### config.mk
export PLATFORM = sky130hd
export DESIGN_NAME = exu_wb_arbiter_flat
export DESIGN_NICKNAME = d
export VERILOG_FILES = /design/src/rtl/exu_wb_arbiter_if.sv /design/src/rtl/exu_wb_arbiter.sv /design/src/flat_wrapper.sv
export SDC_FILE = /design/constraint.sdc
export NUM_CORES = 1
export LEC_CHECK = 0
export ABC_AREA = 1
export CAP_MARGIN = 20
export CORE_MARGIN = 2
export CORE_UTILIZATION = 33
export DETAILED_ROUTE_END_ITERATION = 8
export PLACE_DENSITY = 0.74
export RECOVER_POWER = 100
export SYNTH_ARGS = -nofsm -noshare
export SYNTH_HDL_FRONTEND = slang
export SYNTH_SLANG_ARGS = --single-unit
### constraint.sdc
create_clock -name clk -period 2 [get_ports clk]
set_clock_uncertainty 0.2 [all_clocks]
set_input_delay 0.2 -clock clk [delete_from_list [all_inputs] [get_ports clk]]
set_output_delay 0.2 -clock clk [all_outputs]
set_load 0.01 [all_outputs]
### src/rtl/exu_wb_arbiter_if.sv
// Writeback request channel from one execute unit to the writeback arbiter.
// The source drives the request fields and holds them stable until it sees ready.
interface exu_wb_arbiter_if #(
  parameter int unsigned DW  = 32,
  parameter int unsigned AW  = 5,
  parameter int unsigned IDW = 3
);
  logic           we;
  logic [AW-1:0]  waddr;
  logic [DW-1:0]  wdata;
  logic [IDW-1:0] commit_id;
  logic           ready;

  // Execute unit side
  modport master (
    output we, waddr, wdata, commit_id,
    input  ready
  );

  // Arbiter side
  modport slave (
    input  we, waddr, wdata, commit_id,
    output ready
  );
endinterface

### src/rtl/exu_wb_arbiter.sv
// Writeback arbiter: merges LSU/MDU/ALU/CSR GPR writes onto one regfile write
// port and the commit interface, with a registered one-cycle output stage.
// Base priority lsu > mdu > alu > csr; a requester denied STARVE_LIMIT cycles
// in a row is promoted above non-starved requesters.
// Optional macro WB_ARB_PERF_CNT_EN adds conflict_cnt_o and csr_wait_cnt_o.
module exu_wb_arbiter #(
  parameter int unsigned DW           = 32,
  parameter int unsigned AW           = 5,
  parameter int unsigned IDW          = 3,
  parameter int unsigned STARVE_LIMIT = 4
) (
  input  logic           clk,
  input  logic           rst,
  exu_wb_arbiter_if.slave lsu_io,
  exu_wb_arbiter_if.slave mdu_io,
  exu_wb_arbiter_if.slave alu_io,
  exu_wb_arbiter_if.slave csr_io,
  output logic           reg_we_o,
  output logic [AW-1:0]  reg_waddr_o,
  output logic [DW-1:0]  reg_wdata_o,
  output logic           commit_valid_o,
  output logic [IDW-1:0] commit_id_o
`ifdef WB_ARB_PERF_CNT_EN
  ,
  output logic [31:0]    conflict_cnt_o,
  output logic [31:0]    csr_wait_cnt_o
`endif
);

  localparam int unsigned CW = $clog2(STARVE_LIMIT + 1);
  localparam logic [CW-1:0] LimitC = CW'(STARVE_LIMIT);

  // Source index 0..3 = lsu, mdu, alu, csr (also the base priority order)
  logic [3:0]     req;
  logic [AW-1:0]  waddr_a [4];
  logic [DW-1:0]  wdata_a [4];
  logic [IDW-1:0] id_a    [4];

  assign req        = {csr_io.we, alu_io.we, mdu_io.we, lsu_io.we};
  assign waddr_a[0] = lsu_io.waddr;
  assign waddr_a[1] = mdu_io.waddr;
  assign waddr_a[2] = alu_io.waddr;
  assign waddr_a[3] = csr_io.waddr;
  assign wdata_a[0] = lsu_io.wdata;
  assign wdata_a[1] = mdu_io.wdata;
  assign wdata_a[2] = alu_io.wdata;
  assign wdata_a[3] = csr_io.wdata;
  assign id_a[0]    = lsu_io.commit_id;
  assign id_a[1]    = mdu_io.commit_id;
  assign id_a[2]    = alu_io.commit_id;
  assign id_a[3]    = csr_io.commit_id;

  logic [CW-1:0]  cnt_q [4];
  logic [CW-1:0]  cnt_d [4];
  logic [3:0]     starved;
  logic [3:0]     pool;
  logic [3:0]     gnt;
  logic           found;
  logic           fire;
  logic [AW-1:0]  sel_waddr;
  logic [DW-1:0]  sel_wdata;
  logic [IDW-1:0] sel_id;

  logic           reg_we_q, reg_we_d;
  logic [AW-1:0]  reg_waddr_q, reg_waddr_d;
  logic [DW-1:0]  reg_wdata_q, reg_wdata_d;
  logic           commit_valid_q, commit_valid_d;
  logic [IDW-1:0] commit_id_q, commit_id_d;

  // Grant: starved requesters form the candidate pool if any exist, then fixed priority
  always_comb begin
    starved = '0;
    for (int i = 0; i < 4; i++) begin
      starved[i] = req[i] && (cnt_q[i] == LimitC);
    end
    pool  = (|starved) ? starved : req;
    gnt   = '0;
    found = 1'b0;
    if (!rst) begin
      for (int i = 0; i < 4; i++) begin
        if (pool[i] && !found) begin
          gnt[i] = 1'b1;
          found  = 1'b1;
        end
      end
    end
  end

  assign lsu_io.ready = gnt[0];
  assign mdu_io.ready = gnt[1];
  assign alu_io.ready = gnt[2];
  assign csr_io.ready = gnt[3];
  assign fire         = |gnt;

  // Winner field mux (gnt is one-hot or zero)
  always_comb begin
    sel_waddr = '0;
    sel_wdata = '0;
    sel_id    = '0;
    for (int i = 0; i < 4; i++) begin
      if (gnt[i]) begin
        sel_waddr = waddr_a[i];
        sel_wdata = wdata_a[i];
        sel_id    = id_a[i];
      end
    end
  end

  // Starvation counters: count denied request cycles, clear on grant or idle
  always_comb begin
    for (int i = 0; i < 4; i++) begin
      cnt_d[i] = cnt_q[i];
      if (!req[i] || gnt[i]) begin
        cnt_d[i] = '0;
      end else if (cnt_q[i] != LimitC) begin
        cnt_d[i] = cnt_q[i] + 1'b1;
      end
    end
  end

  // Output stage next state: x0 writes still commit but do not write the regfile
  always_comb begin
    reg_we_d       = fire && (sel_waddr != '0);
    commit_valid_d = fire;
    reg_waddr_d    = fire ? sel_waddr : reg_waddr_q;
    reg_wdata_d    = fire ? sel_wdata : reg_wdata_q;
    commit_id_d    = fire ? sel_id    : commit_id_q;
  end

  // State registers with synchronous reset
  always_ff @(posedge clk) begin
    if (rst) begin
      reg_we_q       <= 1'b0;
      reg_waddr_q    <= '0;
      reg_wdata_q    <= '0;
      commit_valid_q <= 1'b0;
      commit_id_q    <= '0;
      for (int i = 0; i < 4; i++) begin
        cnt_q[i] <= '0;
      end
    end else begin
      reg_we_q       <= reg_we_d;
      reg_waddr_q    <= reg_waddr_d;
      reg_wdata_q    <= reg_wdata_d;
      commit_valid_q <= commit_valid_d;
      commit_id_q    <= commit_id_d;
      for (int i = 0; i < 4; i++) begin
        cnt_q[i] <= cnt_d[i];
      end
    end
  end

  assign reg_we_o       = reg_we_q;
  assign reg_waddr_o    = reg_waddr_q;
  assign reg_wdata_o    = reg_wdata_q;
  assign commit_valid_o = commit_valid_q;
  assign commit_id_o    = commit_id_q;

`ifdef WB_ARB_PERF_CNT_EN
  logic [31:0] conflict_cnt_q, conflict_cnt_d;
  logic [31:0] csr_wait_cnt_q, csr_wait_cnt_d;

  // Perf counters: req & (req - 1) is nonzero iff two or more requests are set
  always_comb begin
    conflict_cnt_d = conflict_cnt_q;
    csr_wait_cnt_d = csr_wait_cnt_q;
    if ((req & (req - 4'd1)) != 4'd0) begin
      conflict_cnt_d = conflict_cnt_q + 32'd1;
    end
    if (req[3] && !gnt[3]) begin
      csr_wait_cnt_d = csr_wait_cnt_q + 32'd1;
    end
  end

  // Perf counter registers
  always_ff @(posedge clk) begin
    if (rst) begin
      conflict_cnt_q <= '0;
      csr_wait_cnt_q <= '0;
    end else begin
      conflict_cnt_q <= conflict_cnt_d;
      csr_wait_cnt_q <= csr_wait_cnt_d;
    end
  end

  assign conflict_cnt_o = conflict_cnt_q;
  assign csr_wait_cnt_o = csr_wait_cnt_q;
`endif

endmodule

### src/flat_wrapper.sv
// flat-port wrapper written by rule: the top's interface ports become plain ports
module exu_wb_arbiter_flat 
#(
  parameter int unsigned DW           = 32,
  parameter int unsigned AW           = 5,
  parameter int unsigned IDW          = 3,
  parameter int unsigned STARVE_LIMIT = 4
)
  (clk, rst, reg_we_o, reg_waddr_o, reg_wdata_o, commit_valid_o, commit_id_o, lsu_io_we, lsu_io_waddr, lsu_io_wdata, lsu_io_commit_id, lsu_io_ready, mdu_io_we, mdu_io_waddr, mdu_io_wdata, mdu_io_commit_id, mdu_io_ready, alu_io_we, alu_io_waddr, alu_io_wdata, alu_io_commit_id, alu_io_ready, csr_io_we, csr_io_waddr, csr_io_wdata, csr_io_commit_id, csr_io_ready);
  exu_wb_arbiter_if #(.DW(DW), .AW(AW), .IDW(IDW)) lsu_io_i ();
  exu_wb_arbiter_if #(.DW(DW), .AW(AW), .IDW(IDW)) mdu_io_i ();
  exu_wb_arbiter_if #(.DW(DW), .AW(AW), .IDW(IDW)) alu_io_i ();
  exu_wb_arbiter_if #(.DW(DW), .AW(AW), .IDW(IDW)) csr_io_i ();
  input  logic clk;
  input  logic rst;
  output logic reg_we_o;
  output logic [AW-1:0] reg_waddr_o;
  output logic [DW-1:0] reg_wdata_o;
  output logic commit_valid_o;
  output logic [IDW-1:0] commit_id_o;
  input wire logic [$bits(lsu_io_i.we)-1:0] lsu_io_we;
  input wire logic [$bits(lsu_io_i.waddr)-1:0] lsu_io_waddr;
  input wire logic [$bits(lsu_io_i.wdata)-1:0] lsu_io_wdata;
  input wire logic [$bits(lsu_io_i.commit_id)-1:0] lsu_io_commit_id;
  output wire logic [$bits(lsu_io_i.ready)-1:0] lsu_io_ready;
  input wire logic [$bits(mdu_io_i.we)-1:0] mdu_io_we;
  input wire logic [$bits(mdu_io_i.waddr)-1:0] mdu_io_waddr;
  input wire logic [$bits(mdu_io_i.wdata)-1:0] mdu_io_wdata;
  input wire logic [$bits(mdu_io_i.commit_id)-1:0] mdu_io_commit_id;
  output wire logic [$bits(mdu_io_i.ready)-1:0] mdu_io_ready;
  input wire logic [$bits(alu_io_i.we)-1:0] alu_io_we;
  input wire logic [$bits(alu_io_i.waddr)-1:0] alu_io_waddr;
  input wire logic [$bits(alu_io_i.wdata)-1:0] alu_io_wdata;
  input wire logic [$bits(alu_io_i.commit_id)-1:0] alu_io_commit_id;
  output wire logic [$bits(alu_io_i.ready)-1:0] alu_io_ready;
  input wire logic [$bits(csr_io_i.we)-1:0] csr_io_we;
  input wire logic [$bits(csr_io_i.waddr)-1:0] csr_io_waddr;
  input wire logic [$bits(csr_io_i.wdata)-1:0] csr_io_wdata;
  input wire logic [$bits(csr_io_i.commit_id)-1:0] csr_io_commit_id;
  output wire logic [$bits(csr_io_i.ready)-1:0] csr_io_ready;
  assign lsu_io_i.we = lsu_io_we;
  assign lsu_io_i.waddr = lsu_io_waddr;
  assign lsu_io_i.wdata = lsu_io_wdata;
  assign lsu_io_i.commit_id = lsu_io_commit_id;
  assign lsu_io_ready = lsu_io_i.ready;
  assign mdu_io_i.we = mdu_io_we;
  assign mdu_io_i.waddr = mdu_io_waddr;
  assign mdu_io_i.wdata = mdu_io_wdata;
  assign mdu_io_i.commit_id = mdu_io_commit_id;
  assign mdu_io_ready = mdu_io_i.ready;
  assign alu_io_i.we = alu_io_we;
  assign alu_io_i.waddr = alu_io_waddr;
  assign alu_io_i.wdata = alu_io_wdata;
  assign alu_io_i.commit_id = alu_io_commit_id;
  assign alu_io_ready = alu_io_i.ready;
  assign csr_io_i.we = csr_io_we;
  assign csr_io_i.waddr = csr_io_waddr;
  assign csr_io_i.wdata = csr_io_wdata;
  assign csr_io_i.commit_id = csr_io_commit_id;
  assign csr_io_ready = csr_io_i.ready;
  exu_wb_arbiter #(.DW(DW), .AW(AW), .IDW(IDW), .STARVE_LIMIT(STARVE_LIMIT)) u_core (.clk(clk), .rst(rst), .lsu_io(lsu_io_i), .mdu_io(mdu_io_i), .alu_io(alu_io_i), .csr_io(csr_io_i), .reg_we_o(reg_we_o), .reg_waddr_o(reg_waddr_o), .reg_wdata_o(reg_wdata_o), .commit_valid_o(commit_valid_o), .commit_id_o(commit_id_o));
endmodule
==> run_results.csv <==
group,metric,value,unit
pwr,irDropWorstVdd,0.000332,V
finish,layout-drive-gt1-share,22.3,%
critical_path,end_kind,"register",
clock_network,cts_htree_levels,2,
synth,synth.area.mux_share,0,%
detailed_routing,via_per_inst,4.72,
detailed_routing,first_iter_violations,85,
synth,seq_area_frac_synth,33.6,%
synth,synth_edf_count,0,
synth,yosys.area_share.simple,44.0,%
pwr,p_comb_share,39.1,%
synth,syn_inst,526,
synth,yosys_warnings,0,
pwr,pwr-share-seq,40.1,%
pwr,p_per_area,465,nW/um2
detailed_routing,drcViolationCount,0,
finish,finalNonFillerCells,924,
synth,netlist_top_cells_count,"191 x nand2_1, 89 x nor2_1, 54 x dfxtp_1",
floorplan,die_area,10600,um2
finish,fillers,830,
synth,synth_compound_area_share,9.84,%
floorplan,dieWidth,103,um
detailed_routing,via_count,4364,
floorplan,core_region_area,9640,um2
critical_path,cp_top_family,"simple AND/OR/NAND/NOR gates",
synth,syn_area,3220,um2
critical_path,slowest_delay,0.35,ns
finish,fin_nets,964,
pwr,p_sw_share,29.4,%
placement,gp_congestion,0.794,
timing,fin_ws,-0.284,ns
floorplan,rows,36,
timing,drv_slew,0,
pwr,switchingPower,0.901,mW
global_routing,grt_pass1_vias,4153,
critical_path,critPathLaunchType,"register",
detailed_routing,wl,12.9,mm
timing,fmax,0.438,GHz
critical_path,crit_slowest_cell,"dfxtp_2",
critical_path,cp_max_fo,6,
synth,ys_ff_latch,54,
clock_network,root_buffer,"clkbuf_8",
timing,max_slew_margin,73.6,%
placement,dp_cells,892,
finish,antennaDiodeCount,0,
critical_path,arrival,2.29,ns
pwr,power,3.07,mW
finish,area_growth,105,%
synth,synthXorXnorAreaFrac,1.91,%
clock_network,cts_tree,"yes",
pwr,pwr-share-clk,20.8,%
synth,syn-num-nets,700,
clock_network,cts_hold_buf,0,
detailed_routing,wl_per_cell,13.9,um
floorplan,io_pins,212,
clock_network,cts_made_buffers,5,
synth,syn-mean-instance-area,6.12,um2
detailed_routing,dr.pass1.iters,4,
placement,dp_hpwl,9.32,mm
pwr,cellInternalPower,2.16,mW
synth,synth_top_family_by_area,"simple AND/OR/NAND/NOR gates",
synth,synth.distinct_cells,24,
critical_path,crit_buf_inv,4,
timing,hold_viol_final,0,
synth,synth_top_area_share,33.6,%
floorplan,floorplan.initialDensity,33.4,%
timing,period_needed,2.28,ns
clock_network,clock_path_buffers,2,
critical_path,worst-setup-path-type,"register to register",
pwr,leakage,2.80,nW
clock_network,cts.sinks,54,
placement,port_buffers,211,
clock_network,clk_pin_slew_worst_paths,0.10,ns
synth,yosys.area.top_type,"dfxtp_1",
detailed_routing,drtAntennaViolNets,0,
flow_run,cap_violations,0,
worst_hold_path,min_path_type,"register to register",
synth,synthArstFlopShare,0,%
outcome,violations,"negative setup slack",
timing,rsz0062_at_grt,"true",
timing,worst_pin_slew,0.396,ns
global_routing,antenna_found_initial,0,
synth,synthAdderAreaFrac,3.11,%
clock_network,clock_latency,0.30,ns
global_routing,grt_usage,23.0,%
critical_path,worstPathRequired,2.00,ns
synth,synthFlopType,"dfxtp_1",
global_routing,grt_start_max_net_pins,33,
global_routing,grt_overflow_total,0,
floorplan,die_h,103,um
synth,synth_most_common_cell,"nand2_1",
timing,min_period_over_period,114,%
synth,yosys-top-cells-area,"dfxtp_1 34%, nand2_1 22%, nor2_1 10%",
timing,finalSetupViolCount,46,
critical_path,crit_chain,"inv_2 -> ha_4 -> nand3_4 -> nand2_4 -> nor2_4 -> nand2_4 -> buf_6 -> nand3_4 -> nor2_4 -> nor2_4 -> nand3_4 -> buf_12 -> buf_16 -> o21ai_4 -> nor2_1",
outcome,status,"finished, violations left",
global_routing,grt_pass1_wl,19.2,mm
finish,post-route-util,68.4,%
## routing by layer
| layer | track usage [%] | part of all wire, % | routed length (um) | up-vias |
|---|---|---|---|---|
| met5 | 0 | 0 | 0 | - |
| met4 | 6.07 | 1.7 | 216 | 0 |
| met3 | 4.68 | 6.6 | 851 | 16 |
| met2 | 44.4 | 54 | 6900 | 148 |
| met1 | 25.4 | 38 | 4910 | 2002 |
| li1 | - | - | - | 2198 |
## power by group through the flow
stage                     clock network [mW]  logic (mW)  registers, mW
after floorplan                            0       0.327           1.27
after detailed placement                   0       0.994           1.24
final                                  0.637        1.20           1.23
after CTS                              0.661        1.16           1.23
after global routing                   0.711        1.29           1.24
after global placement                     0       0.978           1.23
## flip-flops by register name, summed over array words and instances (netlist names)
register / count
u_core.cnt_q: 12
u_core.commit_valid_o: 1
u_core.reg_waddr_o: 5
u_core.reg_wdata_o: 32
u_core.commit_id_o: 3
u_core.reg_we_o: 1
## logic make-up (layout without fill, tap and decap cells)
logic type                 Yosys count  after routing
AOI/OAI and AO/OA                   60             60
adders and majority gates            8              8
DFF                                 54             54
and+or+nand+nor                    346            346
buffers and inverters               51            316
xor gates and xnor gates             7              7
## path summary, 6_finish.rpt
path	from	end	slack, ns	depth (start not counted)
max	u_core.cnt_q[0][0]	u_core.reg_wdata_o[4]	-0.28	15
min	u_core.reg_wdata_o[14]	u_core.reg_wdata_o[14]	0.27	2
min reg2reg	u_core.reg_wdata_o[14]	u_core.reg_wdata_o[14]	0.27	2
max reg2reg	u_core.cnt_q[0][0]	u_core.reg_wdata_o[4]	-0.28	15
## through the flow
step                instance area, um2  TNS [ns]  hold slack (ns)  setup slack (ns)
floorplan                         3350     -1.74           0.0691           -0.0519
global placement                  5850    -17.16            0.258            -0.436
detailed placement                5850    -18.75            0.266            -0.455
CTS                               6380    -10.10            0.271            -0.254
global route                      6590    -16.32            0.300            -0.405
finish                            6590    -11.32            0.271            -0.284
## area by class of cell
type / count / area [um2] / area share [%]
inverter: 25 / 98.8 / 1.50
timing repair buffer: 283 / 2850 / 43.2
clock inverter: 1 / 5.00 / 0.0759
multi-input combinational: 421 / 2300 / 34.9
clock buffer: 7 / 86.3 / 1.31
tap: 133 / 166 / 2.52
sequential: 54 / 1090 / 16.6
## layout by cell type (no fill, tap or decap), types with 3 or more instances in the layout
cell               n
buf_4             52
ha_4               4
dfxtp_1           46
nor2_1            82
nor2_4             5
o21ai_2           25
nand2_1          185
buf_16             3
a21oi_1           10
ha_1               4
inv_1             14
nand2_2            5
dlygate4sd3_1      8
nand3_4            7
a22oi_1            4
clkbuf_8           6
a21oi_2            6
inv_2              9
xnor2_1            4
dfxtp_2            8
nand3_2            4
buf_6             12
xor2_1             3
o21ai_4            3
nand2_4            6
nor2_2             6
clkdlybuf4s50_1  199
buf_12             6
nand3_1           43
o21ai_1            8
## tightest hold or removal path, cell delays in order, from the launching register on
cell and delay (ns):
dfxtp_1 0.33, nand2_1 0.06, o21ai_1 0.05
## repair_timing
item,4_1_cts,5_1_grt
pin swaps,15,27
resized for setup,119,38
endpoints found under the hold margin,0,0
cloned,4,1
buffers inserted,12,11
endpoints found under the setup margin,47,52
Note: power is estimated with default switching activity, not from simulation.
